[src/rtl/pipe_pkg.sv]
// Shared pipeline package: inter-stage bundle types, NOP encoding
// and a small occupancy helper used by the stage registers.
package pipe_pkg;

  localparam logic [31:0] NOP_INSTR = 32'h0000_0000;

  typedef struct packed {
    logic [31:0] pc;
    logic [31:0] instr;
  } if_id_t;

  localparam int IF_ID_W = $bits(if_id_t);

  localparam if_id_t IF_ID_RESET = '{
    pc:    32'h0,
    instr: NOP_INSTR
  };

  typedef struct packed {
    logic [31:0] pc;
    logic [31:0] rs1_val;
    logic [31:0] rs2_val;
    logic [31:0] imm;
    logic [4:0]  rd;
    logic [3:0]  alu_op;
    logic        reg_we;
    logic        mem_re;
    logic        mem_we;
  } id_ex_t;

  localparam int ID_EX_W = $bits(id_ex_t);

  typedef struct packed {
    logic [31:0] alu_res;
    logic [31:0] store_val;
    logic [4:0]  rd;
    logic        reg_we;
    logic        mem_re;
    logic        mem_we;
  } ex_mem_t;

  localparam int EX_MEM_W = $bits(ex_mem_t);

  function automatic logic [1:0] occ_count(
    input logic a,
    input logic b
  );
    return {1'b0, a} + {1'b0, b};
  endfunction

endpackage

[src/rtl/pipe_slot.sv]
// One valid+data holding register with load, drop and clear.
// Ports: clock/reset, clear (squash to RESET_VAL), load (take
// load_data, mark valid), drop (mark empty, data kept),
// valid/data outputs straight from the flops.
module pipe_slot #(
  parameter int               DATA_W    = 64,
  parameter logic [DATA_W-1:0] RESET_VAL = {DATA_W{1'b0}}
) (
  input  logic              clock,
  input  logic              reset,
  input  logic              clear,
  input  logic              load,
  input  logic              drop,
  input  logic [DATA_W-1:0] load_data,
  output logic              valid,
  output logic [DATA_W-1:0] data
);

  logic              valid_q;
  logic              valid_d;
  logic [DATA_W-1:0] data_q;
  logic [DATA_W-1:0] data_d;

  // Load wins over drop so a slot can be emptied and
  // refilled in the same cycle.
  always_comb begin
    valid_d = valid_q;
    data_d  = data_q;
    if (clear) begin
      valid_d = 1'b0;
      data_d  = RESET_VAL;
    end else if (load) begin
      valid_d = 1'b1;
      data_d  = load_data;
    end else if (drop) begin
      valid_d = 1'b0;
    end
  end

  always_ff @(posedge clock) begin
    if (reset) begin
      valid_q <= 1'b0;
      data_q  <= RESET_VAL;
    end else begin
      valid_q <= valid_d;
      data_q  <= data_d;
    end
  end

  assign valid = valid_q;
  assign data  = data_q;

endmodule

[src/rtl/pipe_stage_skid.sv]
// Valid/ready pipeline stage register with optional 2-entry skid.
// Ports: clock, reset (sync, high), flush; in_valid/in_ready/
// in_data upstream; out_valid/out_ready/out_data downstream;
// occupancy = held entries (0..2, or 0..1 without skid).
module pipe_stage_skid
  import pipe_pkg::*;
#(
  parameter int               DATA_W    = 64,
  parameter logic [DATA_W-1:0] RESET_VAL = {DATA_W{1'b0}},
  parameter int               SKID      = 1
) (
  input  logic              clock,
  input  logic              reset,
  input  logic              flush,
  input  logic              in_valid,
  output logic              in_ready,
  input  logic [DATA_W-1:0] in_data,
  output logic              out_valid,
  input  logic              out_ready,
  output logic [DATA_W-1:0] out_data,
  output logic [1:0]        occupancy
);

  logic              accept;
  logic              main_valid;
  logic [DATA_W-1:0] main_data;
  logic              main_load;
  logic              main_drop;
  logic [DATA_W-1:0] main_src;
  logic              skid_valid;

  assign accept = in_valid & in_ready;

  pipe_slot #(
    .DATA_W    (DATA_W),
    .RESET_VAL (RESET_VAL)
  ) u_main (
    .clock     (clock),
    .reset     (reset),
    .clear     (flush),
    .load      (main_load),
    .drop      (main_drop),
    .load_data (main_src),
    .valid     (main_valid),
    .data      (main_data)
  );

  generate
    if (SKID != 0) begin : g_skid

      logic              skid_load;
      logic              skid_drop;
      logic [DATA_W-1:0] skid_data;
      logic              skid_valid_d;
      logic              in_ready_q;
      logic              in_ready_d;

      // Main refills whenever it is empty or draining;
      // the skid entry is older than in_data, so it goes first.
      always_comb begin
        main_load = 1'b0;
        main_drop = 1'b0;
        main_src  = in_data;
        skid_load = 1'b0;
        skid_drop = 1'b0;
        if (!main_valid || out_ready) begin
          if (skid_valid) begin
            main_load = 1'b1;
            main_src  = skid_data;
            skid_drop = 1'b1;
            skid_load = accept;
          end else if (accept) begin
            main_load = 1'b1;
          end else begin
            main_drop = 1'b1;
          end
        end else if (accept) begin
          skid_load = 1'b1;
        end
      end

      assign skid_valid_d = skid_load |
                            (skid_valid & ~skid_drop);

      always_comb begin
        in_ready_d = ~skid_valid_d;
        if (flush) begin
          in_ready_d = 1'b1;
        end
      end

      // The flop comes out of reset already set so the
      // stage is ready on the first cycle after release;
      // the reset gate keeps it low while reset is held.
      always_ff @(posedge clock) begin
        if (reset) begin
          in_ready_q <= 1'b1;
        end else begin
          in_ready_q <= in_ready_d;
        end
      end

      assign in_ready = in_ready_q & ~reset;

      pipe_slot #(
        .DATA_W    (DATA_W),
        .RESET_VAL (RESET_VAL)
      ) u_skid (
        .clock     (clock),
        .reset     (reset),
        .clear     (flush),
        .load      (skid_load),
        .drop      (skid_drop),
        .load_data (in_data),
        .valid     (skid_valid),
        .data      (skid_data)
      );

    end else begin : g_noskid

      always_comb begin
        main_load = accept;
        main_drop = main_valid & out_ready;
        main_src  = in_data;
      end

      assign skid_valid = 1'b0;

      assign in_ready = (out_ready | ~main_valid) &
                        ~reset;

    end
  endgenerate

  assign out_valid = main_valid;
  assign out_data  = main_data;
  assign occupancy = occ_count(main_valid, skid_valid);

endmodule

[config.mk]
export PLATFORM = sky130hd
export DESIGN_NAME = pipe_stage_skid
export DESIGN_NICKNAME = d
export VERILOG_FILES = /design/src/rtl/pipe_pkg.sv /design/src/rtl/pipe_slot.sv /design/src/rtl/pipe_stage_skid.sv
export SDC_FILE = /design/constraint.sdc
export NUM_CORES = 1
export LEC_CHECK = 0
export CORE_UTILIZATION = 44
export DETAILED_ROUTE_END_ITERATION = 10
export GPL_TIMING_DRIVEN = 0
export HOLD_SLACK_MARGIN = 0.05
export PLACE_DENSITY = 0.71
export SLEW_MARGIN = 30
export SYNTH_ARGS = -nofsm -noshare
export SYNTH_HDL_FRONTEND = slang
export SYNTH_SLANG_ARGS = --single-unit
[constraint.sdc]
create_clock -name clock -period 1.7 [get_ports clock]
set_input_delay 0.34 -clock clock [delete_from_list [all_inputs] [get_ports clock]]
set_output_delay 0.34 -clock clock [all_outputs]
set_load 0.05 [all_outputs]
# After elaboration in Yosys (flattened, before gate mapping)
# Cells that the tools add are included.
# Widths: inputs -> output; s select.
op_classes:
  n_reduce_logical: 5
  addsub: 1
  bitwise: 7
  muxes: 16
ops:
  columns: ["operator", "count"]
  rows:
  - ["$mux 64", 2]
  - ["$mux 1", 14]
  - ["$reduce_bool 2->1", 2]
  - ["$and 1x1->1", 3]
  - ["$not 1->1", 3]
  - ["$add 1x1->2", 1]
  - ["$reduce_or 2->1", 1]
  - ["$logic_not 1->1", 1]
  - ["$logic_or 1x1->1", 1]
  - ["$or 1x1->1", 1]
word_totals:
  reg_bits: 131
  wordCells: 34
  out_inout_bits: 68
  input_bits: 69

# Logic depth before layout (Yosys ltp)
# Gate-level depths: netlist (run 1).
depth:
  word_depth: 8
  ltp_mapped: 6
  mapped_depth_nobuf: 3

# Cells and area by module
# A second synthesis (run 1) with hierarchy kept.
unflattened:
  cells_unflattened: 507
  area_unflattened_um2: 5783.0
by_module_without_submodules:
  columns: ["module", "area_per_inst_um2", "seq_area_each_um2", "cells_per_inst", "n_inst"]
  rows:
  - ["pipe_slot", 2318.5, 1301.2, 211, 2]
  - ["pipe_stage_skid", 1146.1, 20.0, 85, 1]

# Least setup slack after synthesis (run 1)
# No wires, ideal clock.
synth_path:
  path_kind: "reg2reg"
  startpoint: "register u_main.valid_q, in the netlist u_main.valid"
  endpoint: "register u_main.data_q[48], in the netlist u_main.data[48]"
  setup_time_ps: 116
  arrival_time_ps: 1613
  stages_incl_launch_ff: 6
  t_required_ps: 1584
  n_path_buf: 2
  synth_period_minus_slack_ps: 1729
  path_slack_ps: -29
  cell_sequence: "dfxtp_1 nor2b_1 buf_2 clkbuf_1 a2111oi_0 a31o_1"
synth_between:
  elab_chain_len: 3
  elab_cells_between_ends: 4
  classes_between: "mux (2); reduce/logical (2)"
synth_lines:
  columns: ["item", "line", "source"]
  rows:
  - ["from (decl)", "pipe_slot.sv:19", "logic valid_q;"]
  - ["from (signal assigned)", "pipe_slot.sv:45", "valid_q <= valid_d;"]
  - ["$logic_not 1->1 (*)", "pipe_stage_skid.sv:66", "if (!main_valid || out_ready) begin"]
  - ["$logic_or 1x1->1 (*)", "pipe_stage_skid.sv:66", null]
  - ["$mux 64 / $mux 1 (equally long branches)", "pipe_stage_skid.sv:66", null]
  - ["to (signal assigned)", "pipe_slot.sv:46", "data_q <= data_d;"]
  - ["to (decl)", "pipe_slot.sv:21", "logic [DATA_W-1:0] data_q;"]
# Mark *: on every way between the ends. The rest lies on a longest branch, timed or not.
# A chain may end at the register's enable or synchronous reset.

# Worst setup path in the final report (run 1)
layout_path:
  startpoint: "register u_main.data_q[36], in the netlist u_main.data[36]"
  endpoint: "output port out_data[36]"
layout_lines:
  columns: ["item", "line", "source"]
  rows:
  - ["to (decl)", "pipe_stage_skid.sv:20", "output logic [DATA_W-1:0] out_data,"]
# No word-level cell between the ends.

==> flow_metrics.env, run 1 <==
export IMPL_status="finished clean"
export IMPL_tightest_slew_ns=0.546
export IMPL_io_buffers=136
export IMPL_num_vias=5300
export IMPL_syn_area_sq_um=6110
export IMPL_yosys_top_cells_area="dfxtp_1 43%, mux2i_1 21%, nand2_1 7.9%, a31o_1 7.3%, a2111oi_1 7.2%"
export IMPL_clock_sinks=131
export IMPL_synthesis_nets=669
export IMPL_yosys_warnings=0
export IMPL_cts_root_buf="clkbuf_16"
export IMPL_cts_buffer_depth=2
export IMPL_cp_cell_sequence="dlygate4sd2_1"
export IMPL_ys_types=25
export IMPL_grtUsageTotal_pct=24.2
export IMPL_ant_nets=0
export IMPL_cp_arrival_ns=1.32
export IMPL_clock_latency_ns=0.42
export IMPL_cp_top_family="buffers and inverters"
export IMPL_tns_ns=0
export IMPL_leakagePower_uw=0.00305
export IMPL_nets=825
export IMPL_antenna_found_initial=0
export IMPL_peakVddDrop_mv=0.706
export IMPL_dpl_hpwl_um=12000
export IMPL_routed_wl_um=16800
export IMPL_start_util_pct=45.6
export IMPL_critical_path_slowest_cell="dlygate4sd2_1"
export IMPL_ios=137
export IMPL_yosysTopAreaCell="dfxtp_1"
export IMPL_cp_end_kind="output pin"
export IMPL_fin_util_pct=62.3
export IMPL_timing_slew_headroom_pct=63.7
export IMPL_grt_max_degree=17
export IMPL_yosys_area_top_type_share_pct=43.0
export IMPL_num_antenna_cells=0
export IMPL_nFillCells=1122
export IMPL_htree_levels=4
export IMPL_synth_async_reset_ratio_pct=0
export IMPL_synth_edf_count=0
export IMPL_final_max_slew_viol_count=0
export IMPL_drt_iter0_drc=388
export IMPL_overflow=0
export IMPL_rows=42
export IMPL_grt_pass1_wl_um=27200
export IMPL_critPathBufInv=1
export IMPL_ys_ff_latch=131
export IMPL_die_area_sq_um=14400
export IMPL_seq_area_frac_synth_pct=43.0
export IMPL_die_x_um=120
export IMPL_avgSynthCellArea_sq_um=10.2
export IMPL_critPathKind="flip-flop to output pin"
export IMPL_timing_final_crit_share_pct=97.6
export IMPL_drc=0
export IMPL_clkTransAtPathRegs_ns=0.05
export IMPL_gp_congestion=0.793
export IMPL_core_sq_um=13400
export IMPL_cpPeakStageDelay_ns=0.56
export IMPL_drive_above_1_share_pct=17.3
export IMPL_cp_required_ns=1.36
export IMPL_viasPerCell=5.62
export IMPL_finalHoldViolCount=0
export IMPL_synth_top_flop_cell="dfxtp_1"
export IMPL_synthTopCellsByCount="131 x dfxtp_1, 128 x mux2i_1, 128 x nand2_1"
export IMPL_fin_crit_ns=1.66
export IMPL_hold_path_class="flip-flop to flip-flop"
export IMPL_final_setup_viol_count=0
export IMPL_max_cap_violations=0
export IMPL_die_h_um=120
export IMPL_syn_to_final_growth_pct=36.7
export IMPL_post_drt_wl_per_cell_um=17.8
export IMPL_yosysMostFrequentCell="dfxtp_1"
export IMPL_drt_pass1_iterations=4
export IMPL_cts_tree="built"
export IMPL_power_density_nw_per_um2=869
export IMPL_path_max_fanout=2
export IMPL_netlist_instances=599
export IMPL_numCtsBuffers=17
export IMPL_finClkSkew_ns=0.00839
export IMPL_grt_pass1_vias=5418
export IMPL_startpoint_type="flip-flop"
export IMPL_fmax_mhz=603
==> cells by family after synthesis <==
kind of cell	after synthesis	share of synthesized area, %
simple gates	135	8.73
compound gates	133	20.3
flops	131	43.0
mux	128	21.0
buf+inv	71	6.78
fa+ha+maj	1	0.205
==> where the power goes <==
group / internal, uW / total, uW / switching, uW / leakage [uW]
logic: 321 / 799 / 479 / 0.00172
clock network: 2040 / 3320 / 1280 / 0.000263
registers: 3110 / 3130 / 20.8 / 0.00106
total: 5470 / 7250 / 1780 / 0.00305
==> sequential cells by signal, summed over array words and instances (netlist names) <==
signal               count
u_main.data             64
u_main.valid             1
g_skid.u_skid.data      64
g_skid.u_skid.valid      1
g_skid.in_ready_q        1
==> through the flow <==
| stage | instance area [sq um] | hold WS [ns] | std cells | power, uW | setup WS (ns) |
|---|---|---|---|---|---|
| floorplan | 6110 | 0.434 | 599 | 3620 | 0.149 |
| global placement | 7690 | 0.442 | 911 | 3970 | -0.584 |
| detailed placement | 7690 | 0.449 | 911 | 3980 | -0.659 |
| CTS | 8170 | 0.459 | 942 | 7280 | -0.111 |
| global route | 8350 | 0.473 | 943 | 7510 | -0.000482 |
| finish | 8350 | 0.460 | 943 | 7250 | 0.0407 |
==> path summary, 6_finish.rpt <==
path / start / end / slack (ns) / cells past startpoint
hold reg to reg: g_skid.u_skid.data[25] / g_skid.u_skid.data[25] / 0.46 / 2
setup / recovery: u_main.data[36] / out_data[36] / 0.04 / 1
hold / removal: g_skid.u_skid.data[25] / g_skid.u_skid.data[25] / 0.46 / 2
setup reg to reg: g_skid.in_ready_q / u_main.data[1] / 0.08 / 5
==> cell usage in the layout, fill, tap and decap left out, types with 2 or more instances in the layout <==
cell and instances:
clkbuf_4 7, clkbuf_1 14, a2111oi_2 20, clkbuf_2 18
dfxtp_1 129, nor2b_1 2, buf_2 18, dlygate4sd2_1 63
a31o_2 13, a2111oi_0 10, buf_6 15, a2111oi_1 31
clkbuf_8 5, a2111oi_4 3, mux2i_1 128, dfxtp_2 2
buf_4 7, clkinv_2 3, nand2_1 128, a31o_1 51
clkdlybuf4s50_1 67, clkdlybuf4s15_1 2, clkbuf_16 17
==> what timing repair did <==
item | in CTS | in global routing
endpoints found under the setup margin | 163 | 122
hold buffers | 0 | 0
gates resized for setup | 96 | 57
setup buffers | 0 | 1
==> metal layers <==
| metal | wire [um] | vias to the layer above | GRT usage [%] |
|---|---|---|---|
| met4 | 268 | 0 | 8.67 |
| met3 | 788 | 17 | 5.51 |
| met2 | 8190 | 154 | 41.0 |
| met1 | 7550 | 2591 | 29.9 |
| met5 | 0 | - | 0 |
| li1 | - | 2538 | - |
==> final cells by class <==
type                            instances  area (sq um)  share of cell area, %
Multi-Input combinational cell        397          3220                   38.6
Sequential cell                       131          2630                   31.5
Timing Repair Buffer                  137          1280                   15.3
Clock buffer                           27           513                   6.15
Buffer                                 70           465                   5.58
Tap cell                              176           220                   2.64
Clock inverter                          4          22.5                  0.270
Inverter                                1          3.75                 0.0450
Note: power is estimated with default switching activity, not from simulation.
==> run 2, diff against run 1 <==
- CELL_PAD_IN_SITES_DETAIL_PLACEMENT: default -> 1
- CELL_PAD_IN_SITES_GLOBAL_PLACEMENT: default -> 2
- CORE_UTILIZATION: 44 -> 31
- PLACE_DENSITY: 0.71 -> 0.79
==> run 2 against run 1 <==
Register-to-register slack improved by 0.03 ns. Non-clock buffer count did not move. Core utilization fell by 17 points. Design area rose by 3.2%. Wire length rose by 15%. Power rose by 4.5%. Sequential cell count did not move. Global-route usage fell by 4.7 points. Clock skew rose by 0.0014 ns. Largest power group unchanged.
==> flow_metrics.env, run 2 (same netlist as run 1, synthesis figures left out) <==
export IMPL_status="finished clean"
export IMPL_ios=137
export IMPL_syn_to_final_growth_pct=41.1
export IMPL_die_x_um=142
export IMPL_fin_cells=1029
export IMPL_routed_wl_um=19300
export IMPL_grtUsageTotal_pct=19.5
export IMPL_tightest_slew_ns=0.715
export IMPL_cp_end_kind="output pin"
export IMPL_cp_arrival_ns=1.34
export IMPL_reg2reg_setup_slack_ns=0.11
export IMPL_startpoint="u_main.data[54]"
export IMPL_drt_iter0_drc=157
export IMPL_peakVddDrop_mv=0.646
export IMPL_rr_startpoint="u_main.valid"
export IMPL_critical_path_slowest_cell="dlygate4sd2_1"
export IMPL_timing_slew_headroom_pct=52.3
export IMPL_final_setup_viol_count=0
export IMPL_dpl_hpwl_um=13800
export IMPL_cts_buffer_depth=2
export IMPL_fin_crit_ns=1.68
export IMPL_io_buffers=136
export IMPL_viasPerCell=5.17
export IMPL_cp_required_ns=1.36
export IMPL_gp_congestion=0.739
export IMPL_grt_pass1_vias=5654
export IMPL_final_max_slew_viol_count=0
export IMPL_die_h_um=142
export IMPL_grt_pass1_wl_um=30300
export IMPL_clkTransAtPathRegs_ns=0.06
export IMPL_critPathKind="flip-flop to output pin"
export IMPL_layout_common_cells="129 x dfxtp_1, 128 x mux2i_1, 128 x nand2_1, 67 x clkdlybuf4s50_1, 53 x dlygate4sd2_1"
export IMPL_cp_cell_sequence="dlygate4sd2_1"
export IMPL_drive_above_1_share_pct=21.1
export IMPL_hold_path_class="flip-flop to flip-flop"
export IMPL_cp_top_family="buffers and inverters"
export IMPL_cp_endpoint="out_data[54]"
export IMPL_rr_worst_depth=5
export IMPL_numCtsBuffers=17
export IMPL_drt_pass1_iterations=4
export IMPL_clock_latency_ns=0.42
export IMPL_hold_slack_ns=0.459
export IMPL_cts_root_buf="clkbuf_16"
export IMPL_die_area_sq_um=20300
export IMPL_overflow=0
export IMPL_antenna_found_initial=1
export IMPL_grt_max_degree=17
export IMPL_startpoint_type="flip-flop"
export IMPL_cts_hold_buf=0
export IMPL_fmax_mhz=596
export IMPL_max_cap_violations=0
export IMPL_leakagePower_uw=0.00304
export IMPL_timing_final_crit_share_pct=98.7
export IMPL_critPathBufInv=1
export IMPL_clock_sinks=131
export IMPL_rsz0062_at_grt="no"
export IMPL_cpPeakStageDelay_ns=0.54
export IMPL_finalHoldViolCount=0
export IMPL_fin_util_pct=45.3
export IMPL_nets=825
export IMPL_r2r_end="u_main.data[48]"
export IMPL_placed_cells=995
export IMPL_finClkSkew_ns=0.00977
export IMPL_num_vias=5316
export IMPL_design_power_total_uw=7580
export IMPL_crit_cells=1
export IMPL_core_sq_um=19000
export IMPL_rows=50
export IMPL_start_util_pct=32.1
export IMPL_cts_tree="built"
export IMPL_path_max_fanout=2
export IMPL_final_common_cell="dfxtp_1"
export IMPL_htree_levels=4
export IMPL_drc=0
export IMPL_post_drt_wl_per_cell_um=18.8
export IMPL_ant_nets=0
export IMPL_power_density_nw_per_um2=880
-- run 2: changes by cell type in the layout (fill, tap and decap cells not counted), moves of 4 or more --
cell and change:
a2111oi_1 -22, a2111oi_2 +25, clkbuf_4 +4, clkdlybuf4s15_1 +9, dlygate4sd2_1 -10
-- run 2: timing repair --
action / CTS / global route
setup endpoints to repair: 175 / 128
hold endpoints to repair: 0 / 0
buffers inserted: 1 / 0
resized for setup: 111 / 81
-- run 2: power by group --
| part | internal [uW] | total (uW) | switching (uW) |
|---|---|---|---|
| Sequential | 3110 | 3130 | 23.3 |
| Combinational | 330 | 838 | 508 |
| Clock | 2220 | 3610 | 1390 |
| Total | 5660 | 7580 | 1920 |
-- run 2: worst min-delay path by stage --
stage                           startpoint                      to  slack (ns)  cells after the start
floorplan            g_skid.u_skid.data[0]   g_skid.u_skid.data[0]        0.43                      2
global placement    g_skid.u_skid.data[13]  g_skid.u_skid.data[13]        0.44                      2
detailed placement  g_skid.u_skid.data[49]  g_skid.u_skid.data[49]        0.45                      2
CTS                 g_skid.u_skid.data[40]  g_skid.u_skid.data[40]        0.46                      2
global route         g_skid.u_skid.data[4]   g_skid.u_skid.data[4]        0.48                      2
finish              g_skid.u_skid.data[18]  g_skid.u_skid.data[18]        0.46                      2
-- run 2: per-layer routing --
layer  vias to the layer above  GRT usage [%]  wire, um
met4                         0           5.72       223
met1                      2635           24.7      8980
met5                         -              0         0
li1                       2549              -         -
met2                       117           32.5      9270
met3                        15           5.01       857
-- run 2: final cells by class --
class	count	area, sq um
fill	2121	10400
multi-input combinational	397	3320
sequential	131	2630
timing repair buffer	137	1290
buffer	70	473
clock buffer	22	464
tap	260	325
clock inverter	10	108
inverter	1	3.75
antenna	1	2.50
-- run 2: metrics by stage --
stage	cell area [sq um]	TNS (ns)	setup WS [ns]
global route	8610	0	0.00108
CTS	8350	0	0.000507
floorplan	6110	0	0.149
finish	8610	0	0.0227
global placement	7790	-57.28	-0.571
detailed placement	7790	-62.78	-0.630
==> run 3, diff against run 2 <==
- RECOVER_POWER: default -> 25
- SLEW_MARGIN: 30 -> default
==> run 3 against run 2 <==
Clock-buffer cell count is the same. First-iteration DRC count shrank 15%. Die area is the same. Non-clock buffer count is the same. Via count shrank 0.11%. Critical path depth is the same. Global-route usage is the same. Sequential share of layout area grew 0.053 points. Final cell count is the same. Sequential power is essentially flat. Largest cell class unchanged.
==> flow_metrics.env, run 3 (same netlist as run 1, synthesis figures left out) <==
export IMPL_status="finished clean"
export IMPL_tns_ns=0
export IMPL_routed_wl_um=19300
export IMPL_io_buffers=136
export IMPL_rr_startpoint="g_skid.u_skid.valid"
export IMPL_syn_to_final_growth_pct=40.8
export IMPL_timing_slew_headroom_pct=51.6
export IMPL_grtUsageMet1_pct=24.7
export IMPL_grt_pass1_vias=5654
export IMPL_cp_arrival_ns=1.33
export IMPL_overflow=0
export IMPL_clkTransAtPathRegs_ns=0.06
export IMPL_ant_nets=0
export IMPL_grtUsageMet3_pct=5.01
export IMPL_grt_max_degree=17
export IMPL_r2r_end="u_main.data[33]"
export IMPL_htree_levels=4
export IMPL_timing_final_crit_share_pct=98.4
export IMPL_total_switching_power_uw=1920
export IMPL_dpl_hpwl_um=13800
export IMPL_grt_pass1_wl_um=30300
export IMPL_hold_path_class="flip-flop to flip-flop"
export IMPL_critical_path_slowest_cell="dlygate4sd2_1"
export IMPL_layout_setup_ws_ns=0.0272
export IMPL_drt_pass1_iterations=4
export IMPL_fin_crit_ns=1.67
export IMPL_combPwrFrac_pct=11.0
export IMPL_leakagePower_uw=0.00303
export IMPL_grtUsageMet2_pct=32.5
export IMPL_die_x_um=142
export IMPL_num_vias=5310
export IMPL_cp_end_kind="output pin"
export IMPL_cts_buffer_depth=2
export IMPL_p_clk_share_pct=47.6
export IMPL_clock_latency_ns=0.42
export IMPL_final_common_cell="dfxtp_1"
export IMPL_antenna_found_initial=1
export IMPL_drive_above_1_share_pct=21.1
export IMPL_layout_common_cells="129 x dfxtp_1, 128 x mux2i_1, 128 x nand2_1, 67 x clkdlybuf4s50_1, 53 x dlygate4sd2_1"
export IMPL_internal_power_uw=5660
export IMPL_tightest_slew_ns=0.726
export IMPL_post_drt_wl_per_cell_um=18.8
export IMPL_cts_root_buf="clkbuf_16"
export IMPL_grtUsageTotal_pct=19.5
export IMPL_start_util_pct=32.1
export IMPL_startpoint_type="flip-flop"
export IMPL_peakVddDrop_mv=0.660
export IMPL_die_h_um=142
export IMPL_reg2reg_setup_slack_ns=0.09
export IMPL_cp_top_family="buffers and inverters"
export IMPL_cp_required_ns=1.36
export IMPL_finalHoldViolCount=0
export IMPL_min_delay_start="g_skid.u_skid.data[18]"
export IMPL_power_density_nw_per_um2=881
export IMPL_drc=0
export IMPL_core_sq_um=19000
export IMPL_ios=137
export IMPL_numCtsBuffers=17
export IMPL_final_max_slew_viol_count=0
export IMPL_max_cap_violations=0
export IMPL_hold_slack_ns=0.459
export IMPL_fmax_mhz=598
export IMPL_die_area_sq_um=20300
export IMPL_viasPerCell=5.16
export IMPL_nets=825
export IMPL_cts_tree="built"
export IMPL_holdPathEnd="g_skid.u_skid.data[18]"
export IMPL_final_setup_viol_count=0
export IMPL_critPathKind="flip-flop to output pin"
export IMPL_cpPeakStageDelay_ns=0.54
export IMPL_post_place_ws_ns=-0.630
export IMPL_swShare_pct=25.3
export IMPL_cp_cell_sequence="dlygate4sd2_1"
export IMPL_whs_path_depth=2
export IMPL_cts_hold_buf=0
export IMPL_finClkSkew_ns=0.00926
export IMPL_path_max_fanout=2
export IMPL_rows=50
export IMPL_rr_worst_depth=5
export IMPL_critPathBufInv=1
export IMPL_grt_busiest_layer="met2"
export IMPL_drt_iter0_drc=133
export IMPL_clock_sinks=131
export IMPL_p_seq_share_pct=41.4
export IMPL_gp_congestion=0.739
run 3: how the worst max path moves through the flow:
stage	from	end	cells past startpoint
6_report	u_main.data[54]	out_data[54]	1
5_1_grt	g_skid.u_skid.valid	u_main.data[26]	5
4_1_cts	reset	u_main.data[58]	6
3_5_place_dp	reset	g_skid.u_skid.data[44]	6
3_3_place_gp	reset	g_skid.u_skid.data[52]	6
2_1_floorplan	u_main.valid	u_main.data[48]	5
run 3: power by group through the flow:
| stage | clock network, uW | logic (uW) | registers, uW |
|---|---|---|---|
| final | 3610 | 834 | 3130 |
| after global routing | 3820 | 889 | 3140 |
| after CTS | 3670 | 792 | 3130 |
| after detailed placement | 0 | 802 | 3200 |
| after global placement | 0 | 789 | 3200 |
| after floorplan | 0 | 298 | 3320 |
run 3: timing repair:
item	CTS	global route
setup endpoints to repair	175	128
setup buffers	1	0
gates resized for setup	111	81
run 3: through the flow:
| step | utilization, % | instance area, sq um | power (uW) | cells |
|---|---|---|---|---|
| 2_1_floorplan | - | 6110 | 3620 | 599 |
| 3_3_place_gp | 41.0 | 7790 | 3990 | 995 |
| 3_5_place_dp | 41.0 | 7790 | 4000 | 995 |
| 4_1_cts | 43.9 | 8350 | 7590 | 1028 |
| 5_1_grt | 45.2 | 8600 | 7850 | 1029 |
| 6_report | 45.2 | 8600 | 7580 | 1029 |
run 3: layout make-up:
cell class	instances	area (sq um)
antenna	1	2.50
buffer	70	460
clock buffer	22	464
clock inverter	10	108
fill	2124	10400
inverter	1	3.75
multi-input combinational	397	3320
sequential	131	2630
tap	260	325
timing repair buffer	137	1290
run 3: routing by layer:
layer	up-vias	routed length, um
li1	2548	-
met1	2628	8940
met2	117	9260
met3	17	907
met4	0	226
met5	-	0
